--- src/rtl/bank_mapper_sync.sv ---
// Cartridge bank mapper: synchronises the asynchronous bus strobes into FastClk
// and decodes I/O writes into live/shadow RAM and ROM-window bank registers.
module bank_mapper_sync #(
    parameter int         BANK_BITS   = 10,
    parameter int         NUM_WINDOWS = 2,
    parameter int         SYNC_STAGES = 2,
    parameter logic [7:0] REG_BASE    = 8'hD0
) (
    input  logic                 FastClk,
    input  logic                 nReset,
    input  logic                 nSel,
    input  logic                 nIO,
    input  logic                 nWE,
    input  logic [3:0]           AddrHi,
    input  logic [3:0]           AddrLo,
    input  logic [7:0]           WriteData,
    output logic [7:0]           RegOut,
    output logic                 RegAck,
    output logic [BANK_BITS-1:0] WindowBank,
    output logic                 WindowHit,
    output logic                 WindowIsRam,
    output logic                 MapUpdated,
    output logic                 Staged
);
    localparam int NUM_BANKS = NUM_WINDOWS + 1;
    localparam int BUS_W     = 19;
    // Bus vector layout: {nWE, nSel, nIO, AddrHi, AddrLo, WriteData}
    localparam logic [BUS_W-1:0] BUS_IDLE = {3'b111, 16'h0000};

    logic [BUS_W-1:0]     sync_q [SYNC_STAGES];
    logic [BUS_W-1:0]     sync_d [SYNC_STAGES];
    logic [SYNC_STAGES-1:0] valid_q, valid_d;
    logic                 nwe_prev_q, nwe_prev_d;
    logic                 armed_q, armed_d;
    logic [7:0]           cap_addr_q, cap_addr_d;
    logic [7:0]           cap_data_q, cap_data_d;
    logic                 cap_iowr_q, cap_iowr_d;
    logic [BANK_BITS-1:0] live_q [NUM_BANKS];
    logic [BANK_BITS-1:0] live_d [NUM_BANKS];
    logic [BANK_BITS-1:0] shadow_q [NUM_BANKS];
    logic [BANK_BITS-1:0] shadow_d [NUM_BANKS];
    logic                 staged_q, staged_d;
    logic                 map_upd_q, map_upd_d;

    logic [BUS_W-1:0]     bus_s;
    logic                 nwe_s;
    logic                 wr_evt;
    logic [15:0]          rd_word;

    function automatic logic [BANK_BITS-1:0] merge_byte(input logic [BANK_BITS-1:0] old,
                                                        input logic hi,
                                                        input logic [7:0] data);
        logic [15:0] w;
        w = 16'(old);
        if (hi) w[15:8] = data;
        else    w[7:0]  = data;
        return w[BANK_BITS-1:0];
    endfunction

    // Synchroniser chain plus capture; a write is only armed once a genuinely
    // sampled idle nWE has been seen, so a write interrupted by reset is dropped.
    always_comb begin
        sync_d[0] = {nWE, nSel, nIO, AddrHi, AddrLo, WriteData};
        for (int i = 1; i < SYNC_STAGES; i++) sync_d[i] = sync_q[i-1];
        valid_d    = {valid_q[SYNC_STAGES-2:0], 1'b1};
        bus_s      = sync_q[SYNC_STAGES-1];
        nwe_s      = bus_s[18];
        nwe_prev_d = nwe_s;
        armed_d    = armed_q | (valid_q[SYNC_STAGES-1] & nwe_s);
        cap_addr_d = cap_addr_q;
        cap_data_d = cap_data_q;
        cap_iowr_d = cap_iowr_q;
        if (armed_q && !nwe_s) begin
            cap_addr_d = bus_s[15:8];
            cap_data_d = bus_s[7:0];
            cap_iowr_d = ~bus_s[17] & ~bus_s[16];
        end
        wr_evt = armed_q & nwe_s & ~nwe_prev_q & cap_iowr_q;
    end

    always_comb begin
        live_d    = live_q;
        shadow_d  = shadow_q;
        staged_d  = staged_q;
        map_upd_d = 1'b0;
        if (wr_evt && cap_addr_q[7:4] == REG_BASE[7:4]) begin
            if (cap_addr_q[3:0] == 4'hF) begin
                live_d = shadow_q;
            end else if (cap_addr_q[3:0] == 4'hE) begin
                staged_d = cap_data_q[0];
            end else begin
                for (int i = 0; i < NUM_BANKS; i++) begin
                    if (cap_addr_q[3:1] == 3'(i)) begin
                        shadow_d[i] = merge_byte(shadow_q[i], cap_addr_q[0], cap_data_q);
                        if (!staged_q)
                            live_d[i] = merge_byte(live_q[i], cap_addr_q[0], cap_data_q);
                    end
                end
            end
        end
        for (int i = 0; i < NUM_BANKS; i++)
            if (live_d[i] != live_q[i]) map_upd_d = 1'b1;
    end

    // Readback and window lookup are combinational from the raw bus address.
    always_comb begin
        RegOut      = 8'h00;
        RegAck      = 1'b0;
        rd_word     = 16'h0000;
        WindowBank  = '0;
        WindowHit   = 1'b0;
        WindowIsRam = (AddrHi == 4'd1);
        if (AddrHi == REG_BASE[7:4]) begin
            if (AddrLo == 4'hE) begin
                RegAck = 1'b1;
                RegOut = {7'b0, staged_q};
            end else if (AddrLo == 4'hF) begin
                RegAck = 1'b1;
            end else begin
                for (int i = 0; i < NUM_BANKS; i++) begin
                    if (AddrLo[3:1] == 3'(i)) begin
                        RegAck  = 1'b1;
                        rd_word = 16'(live_q[i]);
                        RegOut  = AddrLo[0] ? rd_word[15:8] : rd_word[7:0];
                    end
                end
            end
        end
        for (int i = 0; i < NUM_BANKS; i++) begin
            if (AddrHi == 4'(i + 1)) begin
                WindowBank = live_q[i];
                WindowHit  = 1'b1;
            end
        end
    end

    always_ff @(posedge FastClk) begin
        if (!nReset) begin
            for (int i = 0; i < SYNC_STAGES; i++) sync_q[i] <= BUS_IDLE;
            valid_q    <= '0;
            nwe_prev_q <= 1'b1;
            armed_q    <= 1'b0;
            cap_addr_q <= 8'h00;
            cap_data_q <= 8'h00;
            cap_iowr_q <= 1'b0;
            for (int i = 0; i < NUM_BANKS; i++) begin
                live_q[i]   <= '1;
                shadow_q[i] <= '1;
            end
            staged_q  <= 1'b0;
            map_upd_q <= 1'b0;
        end else begin
            for (int i = 0; i < SYNC_STAGES; i++) sync_q[i] <= sync_d[i];
            valid_q    <= valid_d;
            nwe_prev_q <= nwe_prev_d;
            armed_q    <= armed_d;
            cap_addr_q <= cap_addr_d;
            cap_data_q <= cap_data_d;
            cap_iowr_q <= cap_iowr_d;
            for (int i = 0; i < NUM_BANKS; i++) begin
                live_q[i]   <= live_d[i];
                shadow_q[i] <= shadow_d[i];
            end
            staged_q  <= staged_d;
            map_upd_q <= map_upd_d;
        end
    end

    assign MapUpdated = map_upd_q;
    assign Staged     = staged_q;

endmodule
--- config.mk ---
export PLATFORM = sky130hd
export DESIGN_NAME = bank_mapper_sync
export DESIGN_NICKNAME = d
export VERILOG_FILES = /design/src/rtl/bank_mapper_sync.sv
export SDC_FILE = /design/constraint.sdc
export NUM_CORES = 1
export LEC_CHECK = 0
export ABC_AREA = 1
export BUFFER_PORTS_ARGS = -buffer_cell sky130_fd_sc_hd__buf_2
export CAP_MARGIN = 15
export CORE_MARGIN = 3
export CORE_UTILIZATION = 54
export DETAILED_ROUTE_END_ITERATION = 16
export PLACE_DENSITY = 0.85
export SLEW_MARGIN = 20
export SYNTH_ARGS = -nofsm -noshare
export SYNTH_HDL_FRONTEND = slang
export SYNTH_SLANG_ARGS = --single-unit
--- constraint.sdc ---
create_clock -name FastClk -period 1.71 [get_ports FastClk]
set_clock_uncertainty 0.2 [all_clocks]
set_input_delay 0.342 -clock FastClk [delete_from_list [all_inputs] [get_ports FastClk]]
set_output_delay 0.342 -clock FastClk [all_outputs]
set_load 0.01 [all_outputs]
==> flow_metrics.py, run 1 <==
metrics = {
    "clocking": {
        "clock_path_buffers": 2,
        "cts-root-buf": "clkbuf_8",
        "htreeDepth": 4,
        "cts.sinks": 121,
        "cts_buffers": 17,
    },
    "yosys": {
        "asyncSetResetFlopFracSynth_pct": 0,
        "ys_top_cells_by_count": "312 x nand2_1, 121 x dfxtp_1, 99 x inv_1, 88 x nor2_1, 77 x nand3_1",
        "synth_area_um2": 5970,
        "synth_area_leader_cell": "dfxtp_1",
        "synth_edf_count": 0,
        "synth_nets": 934,
        "synth_seq_area_share_pct": 40.6,
        "synth_area_leaders": "dfxtp_1 41%, nand2_1 20%, nand3_1 6.5%",
        "yosysWarnings": 0,
        "netlist-cell-type-count": 29,
        "synth_area_per_cell_um2": 6.54,
        "synth_most_common_cell": "nand2_1",
        "ys_ff_latch": 121,
        "synth_top_area_share_pct": 40.6,
        "synthFlopType": "dfxtp_1",
        "synthCells": 913,
    },
    "global_route": {
        "grt.overflow.total": 66,
        "grt.total_usage_pct": 64.6,
        "grt_max_degree": 62,
    },
    "floorplan": {
        "die_h_um": 111,
        "initial_core_util_pct": 56.6,
        "std_cell_rows": 37,
        "die_x_um": 111,
        "ios": 44,
    },
    "run_status": {
        "firstError": "[ERROR GRT-0232] Routing congestion too high. Check the congestion heatmap in the GUI.",
        "stop_stage": "global routing",
        "outcome": "did not finish",
    },
    "placed_design": {
        "gp_congestion": 0.998,
        "portBuffers": 43,
        "dp_hpwl_um": 14000,
    },
    "sta": {
        "worst-ep-kind": "sequential cell input",
        "grt-worst-endpoint": "MapUpdated$_SDFF_PN0_/D",
    },
}
==> timing repair <==
item                                   CTS
hold buffers                            18
gates resized for setup                164
setup endpoints to repair               58
setup buffers                           29
gates cloned                             5
endpoints found under the hold margin   18
pin swaps                               33
==> layer usage <==
metal	track usage, %	overflow
met5	3.75	0
met4	63.0	29
met3	41.8	0
met2	85.6	37
met1	66.6	0
==> through the flow <==
stage / hold WS [ns] / TNS, ns / setup slack, ns / cell area, um^2 / std cells
after floorplan: 0.170 / -0.341 / -0.0528 / 6150 / 913
after global placement: 0.193 / -9.45 / -0.377 / 7320 / 1167
after CTS: 0.0180 / -6.13 / -0.362 / 8930 / 1248
after detailed placement: 0.199 / -11.10 / -0.373 / 7320 / 1167
==> logic make-up after synthesis <==
group	count (synthesis)	share of synthesized area [%]
AO/OA/AOI/OAI	122	12.9
flip-flops	121	40.6
AND/OR/NAND/NOR	525	36.9
buffers and inverters	145	9.55
==> run 2: changes to the inputs <==
- CORE_UTILIZATION: 54 -> 40
- PLACE_DENSITY: 0.85 -> not set
- PLACE_DENSITY_LB_ADDON: not set -> 0.15
- clock period: 1.71 -> 2.2 ns (I/O delays scaled with it)
==> run 2 against run 1 <==
Compared with the run above: the flow now finishes without violations; synthesized cell count unchanged; area after synthesis unchanged.
==> flow_metrics.py, run 2 <==
metrics = {
    "worst_setup_path": {
        "startpoint_type": "input port",
        "worstPathArrival_ns": 1.52,
        "critical_path.cell_chain": "buf_2, nor2_1, nand2_1, buf_12, o221ai_1, buf_2",
        "r2r_slack_ns": 0.08,
        "crit_family": "buffers and inverters",
        "crit_type": "in -> out",
        "max_stage_delay_ns": 0.23,
        "cp-end-kind": "output pin",
        "cp_max_fo": 9,
        "critPathSlowestCell": "o221ai_1",
        "cp.required_ns": 1.56,
        "cp_common_cell": "buf_2",
        "critPathBufInv": 3,
    },
    "power_and_ir_drop": {
        "p_clk_share_pct": 51.8,
        "p_leak_nw": 4.10,
        "seqPwrFrac_pct": 42.1,
        "internal_power_w": 0.00407,
        "power.density_nw_per_um2": 690,
        "p_sw_share_pct": 23.8,
        "power.share.combinational_pct": 6.1,
        "ir_drop_mv": 0.532,
        "p_switching_w": 0.00127,
    },
    "placed_design": {
        "portBuffers": 43,
        "dpl_worst_slack_ns": -0.0481,
        "dp_hpwl_um": 13800,
        "gp_congestion": 0.952,
        "place_inst": 1158,
    },
    "cells_and_area": {
        "fin_cells": 1206,
        "drive_gt1_share_pct": 19.0,
        "synthToLayoutAreaGrowth_pct": 29.5,
        "mostFrequentLayoutCells": "308 x nand2_1, 115 x dfxtp_1, 93 x inv_1, 76 x nand3_1, 76 x nor2_1",
        "final_common_cell": "nand2_1",
        "largest-register": "sync_q",
        "nNetsFinal": 1031,
        "reg.largest.list": "sync_q x38, live_q x30, shadow_q x30",
        "largest_reg_flops": 38,
        "fin_util_pct": 53.0,
        "n_antenna_cell": 0,
    },
    "drt": {
        "drt-pass1-iter-count": 6,
        "wl_um": 19400,
        "drt_iter0_markers": 520,
        "num_vias": 6258,
        "routedWlPerCell_um": 16.1,
        "drc_errors": 0,
        "ant_nets": 0,
        "routed_via_density": 5.19,
    },
    "yosys": {
        "ys_top_cells_by_count": "312 x nand2_1, 121 x dfxtp_1, 99 x inv_1, 88 x nor2_1, 77 x nand3_1",
        "asyncSetResetFlopFracSynth_pct": 0,
        "synth_compound_area_share_pct": 12.9,
        "synth_top_family_by_area": "simple AND/OR/NAND/NOR gates",
        "synth_xor_area_share_pct": 0,
        "synth-adder-area-share_pct": 0,
        "synth_nets": 934,
        "synth_area_leader_cell": "dfxtp_1",
        "synth_edf_count": 0,
        "synthSimpleGateAreaFrac_pct": 36.9,
        "synth_seq_area_share_pct": 40.6,
        "yosysWarnings": 0,
        "synth_area_um2": 5970,
        "synthCells": 913,
        "synthMuxAreaShare_pct": 0,
        "synth_area_leaders": "dfxtp_1 41%, nand2_1 20%, nand3_1 6.5%",
        "synth_top_area_share_pct": 40.6,
        "synthFlopType": "dfxtp_1",
        "netlist-cell-type-count": 29,
        "synth_most_common_cell": "nand2_1",
        "synth_area_per_cell_um2": 6.54,
        "ys_ff_latch": 121,
    },
    "worst_hold_path": {
        "holdCritPathClass": "in -> reg",
    },
    "clocking": {
        "cts_tree": "done",
        "path_clk_slew_ns": 0.06,
        "cts-root-buf": "clkbuf_16",
        "clock_path_buffers": 2,
        "clock_latency_ns": 0.42,
        "cts_buffers": 17,
        "cts.sinks": 121,
        "htreeDepth": 4,
    },
    "floorplan": {
        "die_h_um": 128,
        "core_um2": 14600,
        "ios": 44,
        "initial_core_util_pct": 40.9,
        "die_x_um": 128,
        "std_cell_rows": 44,
        "die_area_um2": 16400,
    },
    "global_route": {
        "grt-busiest-layer": "met2",
        "grt.overflow.total": 0,
        "grt_pass1_vias": 5787,
        "grt_max_degree": 66,
        "use_met2_pct": 37.4,
        "antenna_found_initial": 0,
        "grt.total_usage_pct": 24.5,
        "gr-usage-met1_pct": 33.6,
        "grt_pass1_wl_um": 30900,
        "use_met3_pct": 5.71,
    },
    "sta": {
        "fmax_ghz": 0.463,
        "fin_crit_sh_pct": 98.1,
        "final-max-slew-violation-count": 0,
        "final_hold_viol_count": 0,
        "worst_pin_slew_ns": 0.423,
        "fin_ws_ns": 0.0411,
        "fin_crit_ns": 2.16,
        "relSlewSlack_pct": 71.8,
        "rsz0062_at_grt": "true",
        "setup_viol": 0,
    },
    "run": {
        "cap_violations": 0,
    },
    "run_status": {
        "outcome": "finished, final reports clean",
    },
}
==> run 2: cells by family (layout without fill, tap and decap cells) <==
| family | Yosys count | count (layout) |
|---|---|---|
| and+or+nand+nor | 525 | 526 |
| buffers and inverters | 145 | 253 |
| AOI/OAI and AO/OA | 122 | 122 |
| DFF | 121 | 121 |
==> run 2: worst paths after layout <==
kind | start | to | cells past startpoint
hold / removal | WriteData[3] | sync_q[0][3] | 3
hold reg to reg | sync_q[0][4] | sync_q[0][23] | 2
setup / recovery | AddrHi[0] | WindowBank[9] | 6
setup reg to reg | cap_addr_q[2] | MapUpdated | 15
==> run 2: cell type report <==
type                            count  area [um^2]
Sequential cell                   121         2440
Fill cell                        1443         6850
Clock inverter                     12          144
Inverter                          102          389
Tap cell                          184          230
Timing Repair Buffer              120          981
Clock buffer                       19          443
Multi-Input combinational cell    648         3110
==> run 2: through the flow <==
step           instance area, um^2  power [W]  hold slack, ns  TNS [ns]
2_1_floorplan                 5980    0.00245           0.186         0
3_3_place_gp                  6810    0.00258           0.193    -0.139
3_5_place_dp                  6810    0.00258           0.197    -0.149
4_1_cts                       7520    0.00537         0.00590         0
5_1_grt                       7740    0.00552          0.0210    -0.129
6_report                      7740    0.00534          0.0103         0
==> run 2: worst register-to-register path, cell delays in order (launching register included) <==
cell     delay (ns)
dfxtp_4        0.36
nand2_2        0.10
nor2_4         0.05
inv_2          0.12
buf_12         0.20
nor2_1         0.06
nor2_1         0.20
nand2_1        0.11
nand3_1        0.08
nand2_1        0.06
inv_1          0.05
nand2_1        0.06
nor2_1         0.10
nand2_1        0.06
nor2_1         0.10
a21oi_1        0.07
==> run 2: routing by layer <==
| metal | vias to the layer above | share of wire (%) | wire length, um |
|---|---|---|---|
| met3 | 37 | 7.2 | 1400 |
| met5 | - | 0 | 0 |
| met1 | 2825 | 44 | 8630 |
| met2 | 236 | 46 | 8920 |
| met4 | 0 | 2.5 | 494 |
| li1 | 3160 | - | - |
==> run 2: what timing repair did <==
action                                  4_1_cts  5_1_grt
endpoints found under the setup margin       11       15
gates resized for setup                      11       60
hold endpoints to repair                      9        0
pin swaps                                     0       11
hold buffers                                  9        0
setup buffers                                 1        6
cloned                                        0        1
==> run 2: power groups by stage <==
stage	sequential, W	combinational [W]	clock [W]
2_1_floorplan	0.00229	0.000161	0
3_3_place_gp	0.00230	0.000280	0
3_5_place_dp	0.00230	0.000282	0
4_1_cts	0.00225	0.000301	0.00282
5_1_grt	0.00225	0.000366	0.00291
6_report	0.00225	0.000327	0.00277
Power figures use the tool's default switching activity.
==> run 3: changes to the inputs <==
- CORE_MARGIN: 3 -> not set
==> run 3 against run 2 <==
Compared with the run above: wire length shrank 1.7%; sequential power hardly changed; global-route usage up 1.2 points; sequential share of layout area fell by 0.13 points; worst setup slack worse by 0.010 ns; critical path type is now reg -> out; largest power group unchanged.
==> flow_metrics.py, run 3 (synthesized netlist as in run 2, its figures left out) <==
metrics = {
    "power_and_ir_drop": {
        "p_clk_share_pct": 51.8,
        "seqPwrFrac_pct": 42.1,
        "power.share.combinational_pct": 6.1,
        "p_switching_w": 0.00127,
        "p_leak_nw": 4.10,
        "ir_drop_mv": 0.642,
        "p_sw_share_pct": 23.8,
        "internal_power_w": 0.00407,
        "power.density_nw_per_um2": 688,
    },
    "worst_setup_path": {
        "timing.rr.start": "cap_addr_q[2]",
        "worstPathArrival_ns": 1.53,
        "startpoint": "live_q[21]",
        "crit_family": "compound AO/OA/AOI/OAI gates",
        "critPathSlowestCell": "dfxtp_2",
        "critPathBufInv": 3,
        "startpoint_type": "flop",
        "r2r_slack_ns": 0.12,
        "crit_type": "reg -> out",
        "r2r-end": "MapUpdated",
        "max_stage_delay_ns": 0.37,
        "cp_max_fo": 4,
        "cp-end-kind": "output pin",
        "ff2ff_path_depth": 14,
        "cp.required_ns": 1.56,
        "critical_path.cell_chain": "inv_2, o21ai_1, a21oi_1, a211o_1, inv_1, buf_2",
    },
    "cells_and_area": {
        "largest_reg_flops": 38,
        "synthToLayoutAreaGrowth_pct": 30.0,
        "n_antenna_cell": 0,
        "mostFrequentLayoutCells": "310 x nand2_1, 114 x dfxtp_1, 94 x inv_1, 74 x nor2_1, 73 x nand3_1",
        "reg.largest.list": "sync_q x38, live_q x30, shadow_q x30",
        "nNetsFinal": 1034,
        "design_area_um2": 7760,
        "final_common_cell": "nand2_1",
        "drive_gt1_share_pct": 19.8,
        "n_fill_cell": 1488,
        "largest-register": "sync_q",
    },
    "clocking": {
        "cts-root-buf": "clkbuf_16",
        "cts.sinks": 121,
        "cts_tree": "done",
        "clock_latency_ns": 0.42,
        "htreeDepth": 4,
        "clock_path_buffers": 2,
        "cts_buffers": 17,
        "path_clk_slew_ns": 0.06,
    },
    "sta": {
        "fin_crit_ns": 2.17,
        "final-max-slew-violation-count": 0,
        "fin_crit_sh_pct": 98.6,
        "setup_viol": 0,
        "rsz0062_at_grt": "true",
        "fmax_ghz": 0.461,
        "worst_pin_slew_ns": 0.334,
        "relSlewSlack_pct": 77.7,
        "fin_ws_ns": 0.0309,
        "final_hold_viol_count": 0,
    },
    "run_status": {
        "outcome": "finished, final reports clean",
    },
    "floorplan": {
        "core_um2": 14500,
        "initial_core_util_pct": 41.1,
        "std_cell_rows": 44,
        "ios": 44,
        "die_area_um2": 15400,
        "die_x_um": 124,
        "die_h_um": 124,
    },
    "drt": {
        "wl_um": 19100,
        "routed_via_density": 5.20,
        "routedWlPerCell_um": 15.8,
        "drt-pass1-iter-count": 5,
        "ant_nets": 0,
        "num_vias": 6291,
        "drt_iter0_markers": 500,
        "drc_errors": 0,
    },
    "placed_design": {
        "dpl_worst_slack_ns": -0.0493,
        "portBuffers": 43,
        "gp_congestion": 0.949,
        "dp_hpwl_um": 13700,
        "place_area_um2": 6820,
    },
    "run": {
        "cap_violations": 0,
    },
    "global_route": {
        "grt.overflow.total": 0,
        "gr-usage-met1_pct": 34.7,
        "grt_max_degree": 70,
        "grt_pass1_wl_um": 29100,
        "grt-busiest-layer": "met2",
        "use_met3_pct": 6.50,
        "grt.total_usage_pct": 25.8,
        "use_met2_pct": 38.9,
        "grt_pass1_vias": 5532,
        "antenna_found_initial": 0,
    },
    "worst_hold_path": {
        "holdCritPathClass": "in -> reg",
        "hold_path_end": "sync_q[0][3]",
        "holdPathStages": 3,
        "min_from": "WriteData[3]",
    },
}
==> run 3: layout make-up <==
cell class / instances / area [um^2] / area share [%]
clock buffer: 18 / 439 / 5.66
clock inverter: 14 / 149 / 1.92
inverter: 102 / 389 / 5.01
multi-input combinational: 648 / 3130 / 40.4
sequential: 121 / 2440 / 31.4
tap: 184 / 230 / 2.97
timing repair buffer: 123 / 986 / 12.7
==> run 3: worst max-delay path by stage <==
stage | end | cells past startpoint
6_report | RegOut[1] | 6
4_1_cts | RegOut[2] | 8
3_3_place_gp | RegOut[2] | 8
2_1_floorplan | RegOut[0] | 7
5_1_grt | RegOut[0] | 9
3_5_place_dp | RegOut[2] | 8
==> run 3: power groups by stage <==
stage / registers (W) / logic (W) / clock network, W
final: 0.00225 / 0.000326 / 0.00276
after global routing: 0.00225 / 0.000363 / 0.00291
after CTS: 0.00225 / 0.000297 / 0.00279
after detailed placement: 0.00230 / 0.000279 / 0
after global placement: 0.00230 / 0.000278 / 0
after floorplan: 0.00229 / 0.000161 / 0
==> run 3: layer usage <==
| layer | part of all wire (%) | vias to the layer above |
|---|---|---|
| met1 | 46 | 2842 |
| met4 | 3.1 | 0 |
| met2 | 44 | 243 |
| met5 | 0 | - |
| met3 | 7.0 | 40 |
| li1 | - | 3166 |
==> run 3: repair_timing <==
item                                    in CTS  in global routing
hold endpoints to repair                    10                  0
pin swaps                                    0                 11
hold buffers                                10                  0
gates resized for setup                      8                 61
gates cloned                                 0                  1
buffers inserted                             0                  6
endpoints found under the setup margin      11                 13
==> run 3: tightest hold or removal path, cell delays in order <==
cell and delay, ns:
buf_2 0.07, nand2_1 0.04, inv_1 0.06
==> run 3: through the flow <==
stage	utilization (%)	std cells	total power (W)	TNS, ns	hold WS, ns
floorplan	-	913	0.00245	0	0.186
global placement	46.9	1161	0.00258	-0.0824	0.192
detailed placement	46.9	1161	0.00258	-0.215	0.195
CTS	51.8	1203	0.00534	-0.00120	0.0205
global route	53.4	1210	0.00552	-0.0771	0.0402
finish	53.4	1210	0.00534	0	0.0256
